==> src/rtl/conbus_arb_pkg.sv <==
// rtl/conbus_arb_pkg.sv - shared constants and state encoding for the conbus arbiter
// Purpose: state enum, default master count and index width used by the arbiter
//          and its round-robin picker.
// Ports:   none (package).
package conbus_arb_pkg;

  localparam int NMASTERS_DEF = 6;
  localparam int IDX_W        = 3;

  typedef enum logic [1:0] {
    IDLE  = 2'd0,
    GRANT = 2'd1,
    ERR   = 2'd2,
    DRAIN = 2'd3
  } arb_state_e;

endpackage

==> src/rtl/conbus_rr_pick.sv <==
// rtl/conbus_rr_pick.sv - combinational round-robin requester picker
// Purpose: pick the first set request bit searching from last_idx+1 upward,
//          wrapping through 0 and ending at last_idx itself.
// Ports:   req        - per-master request vector
//          last_idx   - index of the most recently granted master
//          pick_oh    - one-hot of the winner (zero if none)
//          pick_idx   - binary index of the winner
//          pick_valid - at least one request was found
module conbus_rr_pick
  import conbus_arb_pkg::*;
#(
  parameter int NMASTERS = NMASTERS_DEF
) (
  input  logic [NMASTERS-1:0] req,
  input  logic [IDX_W-1:0]    last_idx,
  output logic [NMASTERS-1:0] pick_oh,
  output logic [IDX_W-1:0]    pick_idx,
  output logic                pick_valid
);

  // Walk offsets from farthest to nearest so the nearest requester after
  // last_idx is the final (winning) assignment; offset NMASTERS is last_idx
  // itself, which therefore ranks lowest.
  always_comb begin
    pick_oh    = '0;
    pick_idx   = '0;
    pick_valid = 1'b0;
    for (int k = NMASTERS; k >= 1; k--) begin
      int c;
      c = int'(last_idx) + k;
      if (c >= NMASTERS) c = c - NMASTERS;
      if (c < NMASTERS && req[c[IDX_W-1:0]]) begin
        pick_oh                = '0;
        pick_oh[c[IDX_W-1:0]]  = 1'b1;
        pick_idx               = c[IDX_W-1:0];
        pick_valid             = 1'b1;
      end
    end
  end

endmodule

==> src/rtl/conbus_arbiter.sv <==
// rtl/conbus_arbiter.sv - round-robin Wishbone bus arbiter with stall timeout
// Purpose: grants conbus to one master at a time (no preemption), regrants
//          without a bubble, and flags masters whose slave stalls too long.
// Ports:   sys_clk, sys_rst_n      - clock, async active-low reset
//          m_cyc_i                 - per-master CYC requests
//          bus_stb_i, bus_ack_i    - post-mux STB / ACK of the granted transfer
//          gnt_o, gnt_idx_o        - one-hot and binary grant
//          gnt_valid_o             - a grant is active
//          to_err_o                - one-cycle ERR pulse on timeout
//          to_master_o, to_count_o - last timed-out master, saturating count
module conbus_arbiter
  import conbus_arb_pkg::*;
#(
  parameter int NMASTERS = NMASTERS_DEF,
  parameter int TO_W     = 10
) (
  input  logic                sys_clk,
  input  logic                sys_rst_n,
  input  logic [NMASTERS-1:0] m_cyc_i,
  input  logic                bus_stb_i,
  input  logic                bus_ack_i,
  output logic [NMASTERS-1:0] gnt_o,
  output logic [IDX_W-1:0]    gnt_idx_o,
  output logic                gnt_valid_o,
  output logic                to_err_o,
  output logic [IDX_W-1:0]    to_master_o,
  output logic [7:0]          to_count_o
);

  localparam logic [TO_W-1:0] TIMER_MAX = '1;

  arb_state_e          state_q, state_d;
  logic [TO_W-1:0]     timer_q, timer_d;
  logic [IDX_W-1:0]    last_q, last_d;
  logic [NMASTERS-1:0] gnt_d;
  logic [IDX_W-1:0]    idx_d;
  logic                valid_d;
  logic                err_d;
  logic [IDX_W-1:0]    master_d;
  logic [7:0]          count_d;
  logic                owner_cyc;
  logic                stall;
  logic                regrant;

  logic [NMASTERS-1:0] pick_oh;
  logic [IDX_W-1:0]    pick_idx;
  logic                pick_valid;

  conbus_rr_pick #(.NMASTERS(NMASTERS)) u_pick (
    .req        (m_cyc_i),
    .last_idx   (last_q),
    .pick_oh    (pick_oh),
    .pick_idx   (pick_idx),
    .pick_valid (pick_valid)
  );

  // Masking with the one-hot grant avoids indexing by a possibly wider idx.
  assign owner_cyc = |(m_cyc_i & gnt_o);
  assign stall     = bus_stb_i & ~bus_ack_i;

  always_comb begin
    state_d  = state_q;
    timer_d  = timer_q;
    last_d   = last_q;
    gnt_d    = gnt_o;
    idx_d    = gnt_idx_o;
    err_d    = 1'b0;
    master_d = to_master_o;
    count_d  = to_count_o;
    regrant  = 1'b0;

    case (state_q)
      IDLE: regrant = 1'b1;
      GRANT: begin
        if (!owner_cyc) begin
          regrant = 1'b1;
        end else if (stall) begin
          if (timer_q == TIMER_MAX) begin
            state_d  = ERR;
            err_d    = 1'b1;
            master_d = gnt_idx_o;
            if (to_count_o != 8'hff) count_d = to_count_o + 8'd1;
          end else begin
            timer_d = timer_q + TO_W'(1);
          end
        end else begin
          timer_d = '0;
        end
      end
      ERR:   state_d = DRAIN;
      // Timer frozen and ack ignored until the owner releases CYC.
      DRAIN: if (!owner_cyc) regrant = 1'b1;
      default: state_d = IDLE;
    endcase

    if (regrant) begin
      timer_d = '0;
      if (pick_valid) begin
        state_d = GRANT;
        gnt_d   = pick_oh;
        idx_d   = pick_idx;
        last_d  = pick_idx;
      end else begin
        state_d = IDLE;
        gnt_d   = '0;
        idx_d   = '0;
      end
    end

    valid_d = |gnt_d;
  end

  always_ff @(posedge sys_clk or negedge sys_rst_n) begin
    if (!sys_rst_n) begin
      state_q     <= IDLE;
      timer_q     <= '0;
      last_q      <= IDX_W'(NMASTERS - 1);
      gnt_o       <= '0;
      gnt_idx_o   <= '0;
      gnt_valid_o <= 1'b0;
      to_err_o    <= 1'b0;
      to_master_o <= '0;
      to_count_o  <= '0;
    end else begin
      state_q     <= state_d;
      timer_q     <= timer_d;
      last_q      <= last_d;
      gnt_o       <= gnt_d;
      gnt_idx_o   <= idx_d;
      gnt_valid_o <= valid_d;
      to_err_o    <= err_d;
      to_master_o <= master_d;
      to_count_o  <= count_d;
    end
  end

endmodule

==> config.mk <==
export PLATFORM = sky130hd
export DESIGN_NAME = conbus_arbiter
export DESIGN_NICKNAME = d
export VERILOG_FILES = /design/src/rtl/conbus_arb_pkg.sv /design/src/rtl/conbus_rr_pick.sv /design/src/rtl/conbus_arbiter.sv
export SDC_FILE = /design/constraint.sdc
export NUM_CORES = 1
export LEC_CHECK = 0
export ABC_AREA = 0
export CAP_MARGIN = 10
export CORE_ASPECT_RATIO = 1.5
export CORE_MARGIN = 8
export CORE_UTILIZATION = 35
export CTS_CLUSTER_DIAMETER = 80
export DETAILED_ROUTE_END_ITERATION = 16
export HOLD_SLACK_MARGIN = 0.06
export SKIP_LAST_GASP = 1
export SYNTH_ARGS = -nofsm -noshare
export SYNTH_HDL_FRONTEND = slang
export SYNTH_SLANG_ARGS = --single-unit
==> constraint.sdc <==
create_clock -name sys_clk -period 4.9 [get_ports sys_clk]
set_input_delay 0.49 -clock sys_clk [delete_from_list [all_inputs] [get_ports sys_clk]]
set_output_delay 0.49 -clock sys_clk [all_outputs]
set_load 0.05 [all_outputs]
==> results.sh, run 1 <==
export IMPL_fin_skew_ns=0.007797
export IMPL_grt_max_degree=38
export IMPL_dp_hpwl_um=8638
export IMPL_worst_r2r_cell_count=13
export IMPL_final_util_pct=41.02
export IMPL_yosysUniqueCellTypes=76
export IMPL_cts_root_buf="clkbuf_16"
export IMPL_grtUsageMet1_pct=17.47
export IMPL_yosysSeqAreaShare_pct=26.09
export IMPL_hold_class="input port to asynchronous set/reset pin"
export IMPL_post_cts_resized=0
export IMPL_finalCriticalPeriod_ns=4.206
export IMPL_viasPerCell=6.177
export IMPL_grt_busiest_layer="met2"
export IMPL_status="finished clean"
export IMPL_cp_max_fo=16
export IMPL_antenna_found_initial=0
export IMPL_ys_async_sr_fraction_pct=100.0
export IMPL_core_area_um2=10020
export IMPL_cp_start_kind="register"
export IMPL_grt_use_total_pct=16.28
export IMPL_die_w_um=98.33
export IMPL_die_area_um2=13720
export IMPL_ys_warn_count=0
export IMPL_vias=3564
export IMPL_path_clk_slew_ns=0.06
export IMPL_drt_total_wl_um=11240
export IMPL_met2_usage_pct=28.59
export IMPL_grt_pass1_vias=3514
export IMPL_rows=45
export IMPL_drc=0
export IMPL_start_util_pct=35.51
export IMPL_htreeDepth=2
export IMPL_grt_first_pass_wirelength_um=18270
export IMPL_cts_buffers=5
export IMPL_ios=32
export IMPL_synth_area_per_cell_um2=8.199
export IMPL_regArea_um2=928.4
export IMPL_worstPathArrival_ns=4.41
export IMPL_max_cap_viol_count=0
export IMPL_place_gp_congestion=1.022
export IMPL_drt_first_pass_iters=5
export IMPL_synth_edff_count=0
export IMPL_required_ns=5.10
export IMPL_clock_path_buffers=2
export IMPL_rsz0062_at_grt="no"
export IMPL_final_fill_count=1041
export IMPL_final_nets=490
export IMPL_syn_inst=434
export IMPL_postCtsSetupBuffers=0
export IMPL_cts_sinks=37
export IMPL_drive_gt1_share_pct=9.565
export IMPL_grt_use_met3_pct=2.746
export IMPL_setup_viol=0
export IMPL_n_antenna_cell=0
export IMPL_drtIter0Drc=246
export IMPL_synth_seq_cells=37
export IMPL_ant_nets=0
export IMPL_hold_viol_final=0
export IMPL_regToRegSetupSlack_ns=0.69
export IMPL_r2r_end="gnt_valid_o$_DFF_PN0_"
export IMPL_drv_slew=0
export IMPL_wl_per_cell_um=19.47
export IMPL_slew_headroom_pct=39.54
export IMPL_port_buffers=31
export IMPL_overflow=0
export IMPL_clock_latency_ns=0.28
export IMPL_tightest_slew_ns=0.8817
export IMPL_hold_buffers=0
export IMPL_syn_nets=465
export IMPL_area_delta_synth_final_pct=15.54
export IMPL_period_share_pct=85.84
export IMPL_reg2reg_from="last_q[0]$_DFFE_PN1P_"
export IMPL_multi_input_area_um2=2442
export IMPL_synthFlopType="dfrtp_1"
export IMPL_cts_tree="built"
export IMPL_setup_tns_ns=0
export IMPL_die_h_um=139.5
export IMPL_endpoint_kind="register"
export IMPL_critPathKind="register to register"
export IMPL_mappedNetlistArea_um2=3558
export IMPL_fmax_mhz=237.7
[metal layers]
| layer | share of wire [%] | routed length (um) |
|---|---|---|
| met5 | 0 | 0 |
| met4 | 6.1 | 686 |
| met3 | 5.3 | 599 |
| met2 | 50 | 5579 |
| met1 | 39 | 4369 |
[flip-flops by register name, indices dropped and copies added (netlist names)]
name / count
to_err_o: 1
to_master_o: 3
timer_q: 10
gnt_idx_o: 3
gnt_valid_o: 1
state_q: 2
to_count_o: 8
last_q: 3
gnt_o: 6
[worst max-delay path by stage]
stage                          start               endpoint  slack [ns]  depth (start not counted)
3_5_place_dp   last_q[0]$_DFFE_PN1P_  gnt_valid_o$_DFF_PN0_        0.75                         13
2_1_floorplan  last_q[0]$_DFFE_PN1P_  gnt_valid_o$_DFF_PN0_        0.57                         19
3_3_place_gp   last_q[0]$_DFFE_PN1P_  gnt_valid_o$_DFF_PN0_        0.76                         13
5_1_grt        last_q[0]$_DFFE_PN1P_  gnt_valid_o$_DFF_PN0_        0.41                         13
4_1_cts        last_q[0]$_DFFE_PN1P_  gnt_valid_o$_DFF_PN0_        0.72                         13
6_report       last_q[0]$_DFFE_PN1P_  gnt_valid_o$_DFF_PN0_        0.69                         13
[kinds of logic after synthesis]
logic type | share of synthesized area, %
AOI/OAI and AO/OA | 29.89
xor gates and xnor gates | 2.883
adders and majority gates | 7.384
buffers and inverters | 5.274
DFF | 26.09
muxes | 5.942
and+or+nand+nor | 22.54
[critical path: stages (launching register included)]
cell and delay, ns:
dfstp_2 0.74, ha_1 0.42, xor2_2 0.29, ha_1 0.20, inv_1 0.04, ha_1 0.28
or4_1 0.48, o311a_1 0.15, o211ai_1 0.23, o21a_1 0.44, a211oi_1 0.14, a211oi_1 0.48
nor3_1 0.10, nand4b_1 0.13
[stage by stage]
step | cells | instance area (um2) | setup WS (ns) | hold WS, ns
CTS | 577 | 4111 | 0.7193 | 0.3256
global route | 577 | 4111 | 0.4091 | 0.3734
finish | 577 | 4111 | 0.6938 | 0.2919
global placement | 569 | 3969 | 0.7587 | 0.4811
detailed placement | 569 | 3969 | 0.7507 | 0.4903
floorplan | 434 | 3558 | 0.5674 | 0.1944
[synth_stat cells, drive strengths merged, types with 7 or more instances]
master   n  area (um2)
a211oi   7       52.55
a21oi   32       175.2
and2     7       43.79
and3     9       56.30
buf      9       60.06
clkbuf  13       48.80
dfrtp   35       875.8
ha      21       262.8
inv     21       78.82
mux2    11       127.6
mux2i    8       83.83
nand2   39       146.4
nand3   13       65.06
nor2    33       123.9
nor3    13       70.07
o21ai   33       165.2
o31ai    8       65.06
[final cells by class]
class,count,area share [%]
multi-input combinational,354,59.40
sequential,37,22.58
timing repair buffer,40,9.069
tap,117,3.561
clock buffer,5,3.043
inverter,21,1.917
clock inverter,3,0.4261
[cell usage in the layout, fill, tap and decap left out, drive strengths merged, types with 4 or more instances in the layout]
cell and count:
a211oi 7, nand2 39, and2 7, or4 4, mux2i 8, a21o 5, o31ai 8, o2111a 4
nand2b 6, and3 9, nor3 13, nand3 13, inv 21, clkbuf 5, buf 10, o211ai 6
ha 21, dfrtp 35, or3 6, a31oi 5, mux2 11, nand4 6, nor4 4, a21oi 32
xnor2 5, nor2 33, o21a 6, xor2 5, nor2b 6, clkdlybuf4s50 30, o21ai 33
Power of run 1 is left out: the tool's default activity adds up to more than one toggle a clock period on the data nets, which glitch-free logic cannot reach.
==> run 2, diff against run 1 <==
--- a/config.mk
+++ b/config.mk
@@ -5,8 +5,7 @@
 export SDC_FILE = /design/constraint.sdc
 export NUM_CORES = 1
 export LEC_CHECK = 0
-export ABC_AREA = 0
-export CAP_MARGIN = 10
+export ABC_AREA = 1
 export CORE_ASPECT_RATIO = 1.5
 export CORE_MARGIN = 8
 export CORE_UTILIZATION = 35
@@ -17,3 +16,4 @@
 export SYNTH_ARGS = -nofsm -noshare
 export SYNTH_HDL_FRONTEND = slang
 export SYNTH_SLANG_ARGS = --single-unit
+export TNS_END_PERCENT = 10
==> run 2 against run 1 <==
Worst setup slack improved by 0.62 ns. Clock skew fell by 0.0015 ns. Worst hold slack improved by 0.016 ns. Sequential share of layout area rose by 0.80 points. Die area fell by 3.5%. Cell area fell by 3.4%. Via count fell by 6.1%. Synthesized cell count rose by 20%. Critical path type unchanged. Cell count rose by 15%. Critical endpoint unchanged.
==> results.sh, run 2 <==
export IMPL_status="finished clean"
export IMPL_drtIter0Drc=253
export IMPL_hold_buffers=0
export IMPL_fmax_mhz=278.5
export IMPL_syn_nets=552
export IMPL_synth_compound_area_share_pct=11.91
export IMPL_yosysSeqAreaShare_pct=27.19
export IMPL_cts_tree="built"
export IMPL_vias=3348
export IMPL_slew_headroom_pct=45.05
export IMPL_final_nets=580
export IMPL_core_area_um2=9579
export IMPL_port_buffers=31
export IMPL_ys_async_sr_fraction_pct=100.0
export IMPL_cts_sinks=37
export IMPL_area_delta_synth_final_pct=16.27
export IMPL_cts_buffers=5
export IMPL_synthFlopType="dfrtp_1"
export IMPL_syn_inst=521
export IMPL_top_regs="timer_q x10, to_count_o x8, gnt_o x6"
export IMPL_yosysMostFrequentCell="nand2_1"
export IMPL_endpoint_kind="register"
export IMPL_finalCriticalPeriod_ns=3.591
export IMPL_path_clk_slew_ns=0.05
export IMPL_cp_start_kind="register"
export IMPL_yosys_top_cells_count="140 x nand2_1, 59 x inv_1, 55 x nand3_1"
export IMPL_post_cts_resized=0
export IMPL_drv_slew=0
export IMPL_grt_pass1_vias=3296
export IMPL_drt_first_pass_iters=4
export IMPL_clock_path_buffers=2
export IMPL_largest_reg_flops=10
export IMPL_n_antenna_cell=0
export IMPL_htreeDepth=2
export IMPL_synth_top_family_by_area="simple AND/OR/NAND/NOR gates"
export IMPL_postCtsSetupBuffers=0
export IMPL_start_util_pct=35.65
export IMPL_ys_warn_count=0
export IMPL_cp_max_fo=13
export IMPL_wl_per_cell_um=14.33
export IMPL_place_gp_congestion=0.9032
export IMPL_mappedNetlistArea_um2=3415
export IMPL_fin_skew_ns=0.006282
export IMPL_antenna_found_initial=0
export IMPL_muxShareOfSynthArea_pct=0.3298
export IMPL_die_h_um=137.0
export IMPL_synthAdderAreaFrac_pct=7.695
export IMPL_rsz0062_at_grt="no"
export IMPL_synth_edff_count=0
export IMPL_viasPerCell=5.035
export IMPL_mostFrequentLayoutCells="140 x nand2_1, 59 x inv_1, 55 x nand3_1"
export IMPL_tightest_slew_ns=0.8242
export IMPL_grt_first_pass_wirelength_um=16020
export IMPL_yosys_area_top_type_share_pct=25.65
export IMPL_largest_register="timer_q"
export IMPL_synth_xor_area_share_pct=2.309
export IMPL_yosysTopAreaCell="dfrtp_1"
export IMPL_drc=0
export IMPL_ios=32
export IMPL_hold_class="input port to asynchronous set/reset pin"
export IMPL_critPathKind="register to register"
export IMPL_drt_total_wl_um=9530
export IMPL_hold_viol_final=0
export IMPL_synth_area_per_cell_um2=6.554
export IMPL_cts_root_buf="clkbuf_16"
export IMPL_period_share_pct=73.28
export IMPL_clock_latency_ns=0.28
export IMPL_synth_area_leaders="dfrtp_1 26%, nand2_1 15%, nand3_1 8.1%"
export IMPL_yosysUniqueCellTypes=41
export IMPL_rows=44
export IMPL_synthSimpleGateAreaFrac_pct=40.23
export IMPL_dp_hpwl_um=7771
export IMPL_synth_seq_cells=37
export IMPL_setup_viol=0
export IMPL_required_ns=5.06
export IMPL_overflow=0
export IMPL_drive_gt1_share_pct=12.36
export IMPL_max_cap_viol_count=0
export IMPL_layout_commonest_cell="nand2_1"
export IMPL_worstPathArrival_ns=3.75
export IMPL_setup_tns_ns=0
export IMPL_grt_max_degree=38
export IMPL_die_area_um2=13240
export IMPL_ant_nets=0
export IMPL_die_w_um=96.65
export IMPL_grt_use_total_pct=14.35
## run 2: critical path, cell delays in order, from the launching register on
cell and delay, ns:
dfrtp_1 0.64, inv_1 0.29, ha_1 0.62, inv_4 0.12, ha_1 0.22, inv_1 0.05, ha_1 0.21, a21oi_1 0.16
nand3_1 0.09, nand2_1 0.07, inv_1 0.05, nand3_2 0.20, o21ai_1 0.13, inv_2 0.06, nand2_1 0.04, nand2_1 0.05
nand2_1 0.06, a21oi_2 0.13, nand3_1 0.08, nor2_1 0.09, nand3_1 0.09
## run 2: path summary, 6_finish.rpt
path / end / slack (ns) / cells past startpoint / from
setup / recovery: gnt_valid_o$_DFF_PN0_ / 1.31 / 20 / last_q[1]$_DFFE_PN0P_
hold / removal: gnt_o[0]$_DFF_PN0_ / 0.31 / 1 / sys_rst_n
setup reg to reg: gnt_valid_o$_DFF_PN0_ / 1.31 / 20 / last_q[1]$_DFFE_PN0P_
hold reg to reg: to_master_o[0]$_DFFE_PN0P_ / 0.48 / 2 / to_master_o[0]$_DFFE_PN0P_
max in group asynchronous: timer_q[0]$_DFFE_PN0P_ / 4.07 / 1 / sys_rst_n
min in group sys_clk: to_master_o[0]$_DFFE_PN0P_ / 0.48 / 2 / to_master_o[0]$_DFFE_PN0P_
## run 2: final cells by class
| class | count | area [um2] |
|---|---|---|
| clock buffer | 6 | 128.9 |
| clock inverter | 2 | 38.79 |
| multi-input combinational | 399 | 2133 |
| sequential | 37 | 928.4 |
| fill | 1053 | 5609 |
| inverter | 73 | 276.5 |
| tap | 115 | 143.9 |
| timing repair buffer | 33 | 320.3 |
## run 2: per-layer routing
metal	wire length, um	track usage [%]	vias up
li1	-	-	1729
met3	395	2.527	19
met1	3923	15.27	1535
met4	314	7.039	0
met2	4897	26.64	65
met5	0	0	-
## run 2: kinds of logic after synthesis
group | Yosys count
xor gates and xnor gates | 9
muxes | 1
DFF | 37
adders and majority gates | 21
buffers and inverters | 85
AOI/OAI and AO/OA | 73
and+or+nand+nor | 295
## run 2: stage by stage
stage                     instance area [um2]  instances  hold slack [ns]  util (%)  setup slack, ns
after floorplan                          3415        521           0.1944         -            1.545
after global placement                   3802        657           0.4789     39.69            1.515
after detailed placement                 3802        657           0.4763     39.69            1.390
after CTS                                3970        665           0.3331     41.44            1.370
after global routing                     3970        665           0.3898     41.44            1.040
final                                    3970        665           0.3077     41.44            1.309
Power of run 2 is left out for the same reason.
==> run 3, diff against run 2 <==
==> constraint.sdc (replaced) <==
create_clock -name sys_clk -period 3.2 [get_ports sys_clk]
set_input_delay 0.32 -clock sys_clk [delete_from_list [all_inputs] [get_ports sys_clk]]
set_output_delay 0.32 -clock sys_clk [all_outputs]
set_load 0.05 [all_outputs]
==> run 3 against run 2 <==
Fmax grew 23%. Sequential share of layout area decreased by 0.50 points. Routed wire length is 1.9% higher. Critical path depth shrank 3. Cell area grew 2.3%. First-iteration DRC count up 19%. Core utilization up 0.95 points. Via count is 2.7% higher. Critical path type unchanged. Largest cell class unchanged. Highest routed layer unchanged.
==> results.sh, run 3 (synthesis gave the netlist of run 2 again) <==
export IMPL_grt_max_degree=38
export IMPL_critPathKind="register to register"
export IMPL_critPathLaunch="last_q[2]$_DFFE_PN1P_"
export IMPL_endpoint_kind="register"
export IMPL_wl_met3_um=460
export IMPL_wl_met2_um=4779
export IMPL_multi_input_area_um2=2166
export IMPL_finalCriticalPeriod_ns=2.931
export IMPL_ant_nets=0
export IMPL_hold_class="input port to asynchronous set/reset pin"
export IMPL_cts_buffers=5
export IMPL_mostFrequentLayoutCells="140 x nand2_1, 58 x inv_1, 55 x nand3_1"
export IMPL_drtIter0Drc=300
export IMPL_htreeDepth=2
export IMPL_hold_buffers=0
export IMPL_rows=44
export IMPL_crit_chain="inv_2 > ha_1 > nor2_1 > nor2_2 > nand2_1 > nand2_1 > nand3_1 > nand2_1 > nand2_2 > inv_1 > a21oi_1 > nand2_1 > nand2_1 > nand2_1 > nand3_1 > nor2_1 > nand3_1"
export IMPL_drt_first_pass_iters=4
export IMPL_die_area_um2=13240
export IMPL_crit_top_cell="nand2_1"
export IMPL_final_fill_count=1016
export IMPL_slew_headroom_pct=43.49
export IMPL_port_buffers=31
export IMPL_drt_total_wl_um=9710
export IMPL_wl_per_cell_um=14.39
export IMPL_fin_area_um2=4061
export IMPL_regToRegSetupSlack_ns=0.27
export IMPL_drv_slew=0
export IMPL_cts_sinks=37
export IMPL_crit_path_end="gnt_valid_o$_DFF_PN0_"
export IMPL_crit_path_top_delay_cell="dfstp_2"
export IMPL_vias=3440
export IMPL_worstPathArrival_ns=3.10
export IMPL_overflow=0
export IMPL_status="finished clean"
export IMPL_die_h_um=137.0
export IMPL_worst_r2r_cell_count=17
export IMPL_fmax_mhz=341.2
export IMPL_viasPerCell=5.096
export IMPL_largest_reg_flops=10
export IMPL_layout_commonest_cell="nand2_1"
export IMPL_regArea_um2=929.6
export IMPL_final_util_pct=42.40
export IMPL_clock_path_buffers=2
export IMPL_final_nets=590
export IMPL_max_cap_viol_count=0
export IMPL_grt_first_pass_wirelength_um=16250
export IMPL_r2r_end="gnt_valid_o$_DFF_PN0_"
export IMPL_top_layer="met4"
export IMPL_period_share_pct=91.60
export IMPL_setup_viol=0
export IMPL_start_util_pct=35.65
export IMPL_area_delta_synth_final_pct=18.94
export IMPL_post_dp_cell_area_um2=3860
export IMPL_cts_tree="built"
export IMPL_slowest_delay_ns=0.62
export IMPL_tightest_slew_ns=0.8477
export IMPL_place_gp_congestion=0.9302
export IMPL_setup_tns_ns=0
export IMPL_dp_hpwl_um=7639
export IMPL_drc=0
export IMPL_drive_gt1_share_pct=15.18
export IMPL_ios=32
export IMPL_rsz0062_at_grt="no"
export IMPL_required_ns=3.37
export IMPL_cts_root_buf="clkbuf_16"
export IMPL_wl_met1_um=4104
export IMPL_cp_max_fo=11
export IMPL_grt_use_total_pct=14.79
export IMPL_fin_skew_ns=0.01043
export IMPL_antenna_found_initial=0
export IMPL_path_clk_slew_ns=0.07
export IMPL_reg2reg_from="last_q[2]$_DFFE_PN1P_"
export IMPL_clock_latency_ns=0.29
export IMPL_largest_register="timer_q"
export IMPL_grt_pass1_vias=3242
export IMPL_hold_viol_final=0
export IMPL_top_regs="timer_q x10, to_count_o x8, gnt_o x6"
export IMPL_n_antenna_cell=0
export IMPL_die_w_um=96.65
export IMPL_cp_start_kind="register"
export IMPL_core_area_um2=9579
## run 3: cell types whose count changed in the layout (fill, tap and decap cells not counted), sizes merged
cell,delta
clkinvlp,+2
bufinv,-1
clkbuf,-1
buf,+10
## run 3: worst min-delay path by stage
stage                                            to  slack, ns  cells past startpoint
after floorplan            gnt_idx_o[0]$_DFFE_PN0N_       0.02                      0
after global placement           gnt_o[1]$_DFF_PN0_       0.47                      1
after detailed placement         gnt_o[0]$_DFF_PN0_       0.48                      1
after CTS                 to_count_o[0]$_DFFE_PN0P_       0.17                      1
after global routing      to_count_o[0]$_DFFE_PN0P_       0.22                      1
final                     to_count_o[0]$_DFFE_PN0P_       0.14                      1
## run 3: final cells by class
| class | count | share of cell area [%] |
|---|---|---|
| Sequential cell | 37 | 22.89 |
| Timing Repair Buffer | 43 | 9.735 |
| Inverter | 73 | 6.901 |
| Tap cell | 115 | 3.543 |
| Clock buffer | 5 | 3.081 |
| Multi-Input combinational cell | 399 | 53.33 |
| Clock inverter | 3 | 0.5237 |
## run 3: what timing repair did
item | in CTS | in global routing
endpoints found under the setup margin | 0 | 9
hold endpoints to repair | 0 | 0
resized for setup | 0 | 6
buffers inserted | 0 | 4
## run 3: stage by stage
stage          std cells  hold WS (ns)  setup WS, ns
2_1_floorplan        521       0.02441      0.006895
3_3_place_gp         663        0.4705       0.09950
3_5_place_dp         663        0.4763       0.09662
4_1_cts              671        0.1716       0.08181
5_1_grt              675        0.2214      0.004933
6_report             675        0.1397        0.2689
## run 3: critical path, delay by kind of cell, from the launching register on
kind                     cells  cell delay, ns
AO/OA/AOI/OAI                1            0.12
AND/OR/NAND/NOR             13            1.22
adder cells (fa/ha/maj)      1            0.40
flip-flops                   1            0.62
buffers and inverters        2            0.42
## run 3: per-layer routing
layer  GRT usage, %  up-vias
met1          16.39     1562
met3          2.779       25
met5              0        -
met2          26.30      101
li1               -     1752
met4          7.725        0
Power of run 3 is left out for the same reason.
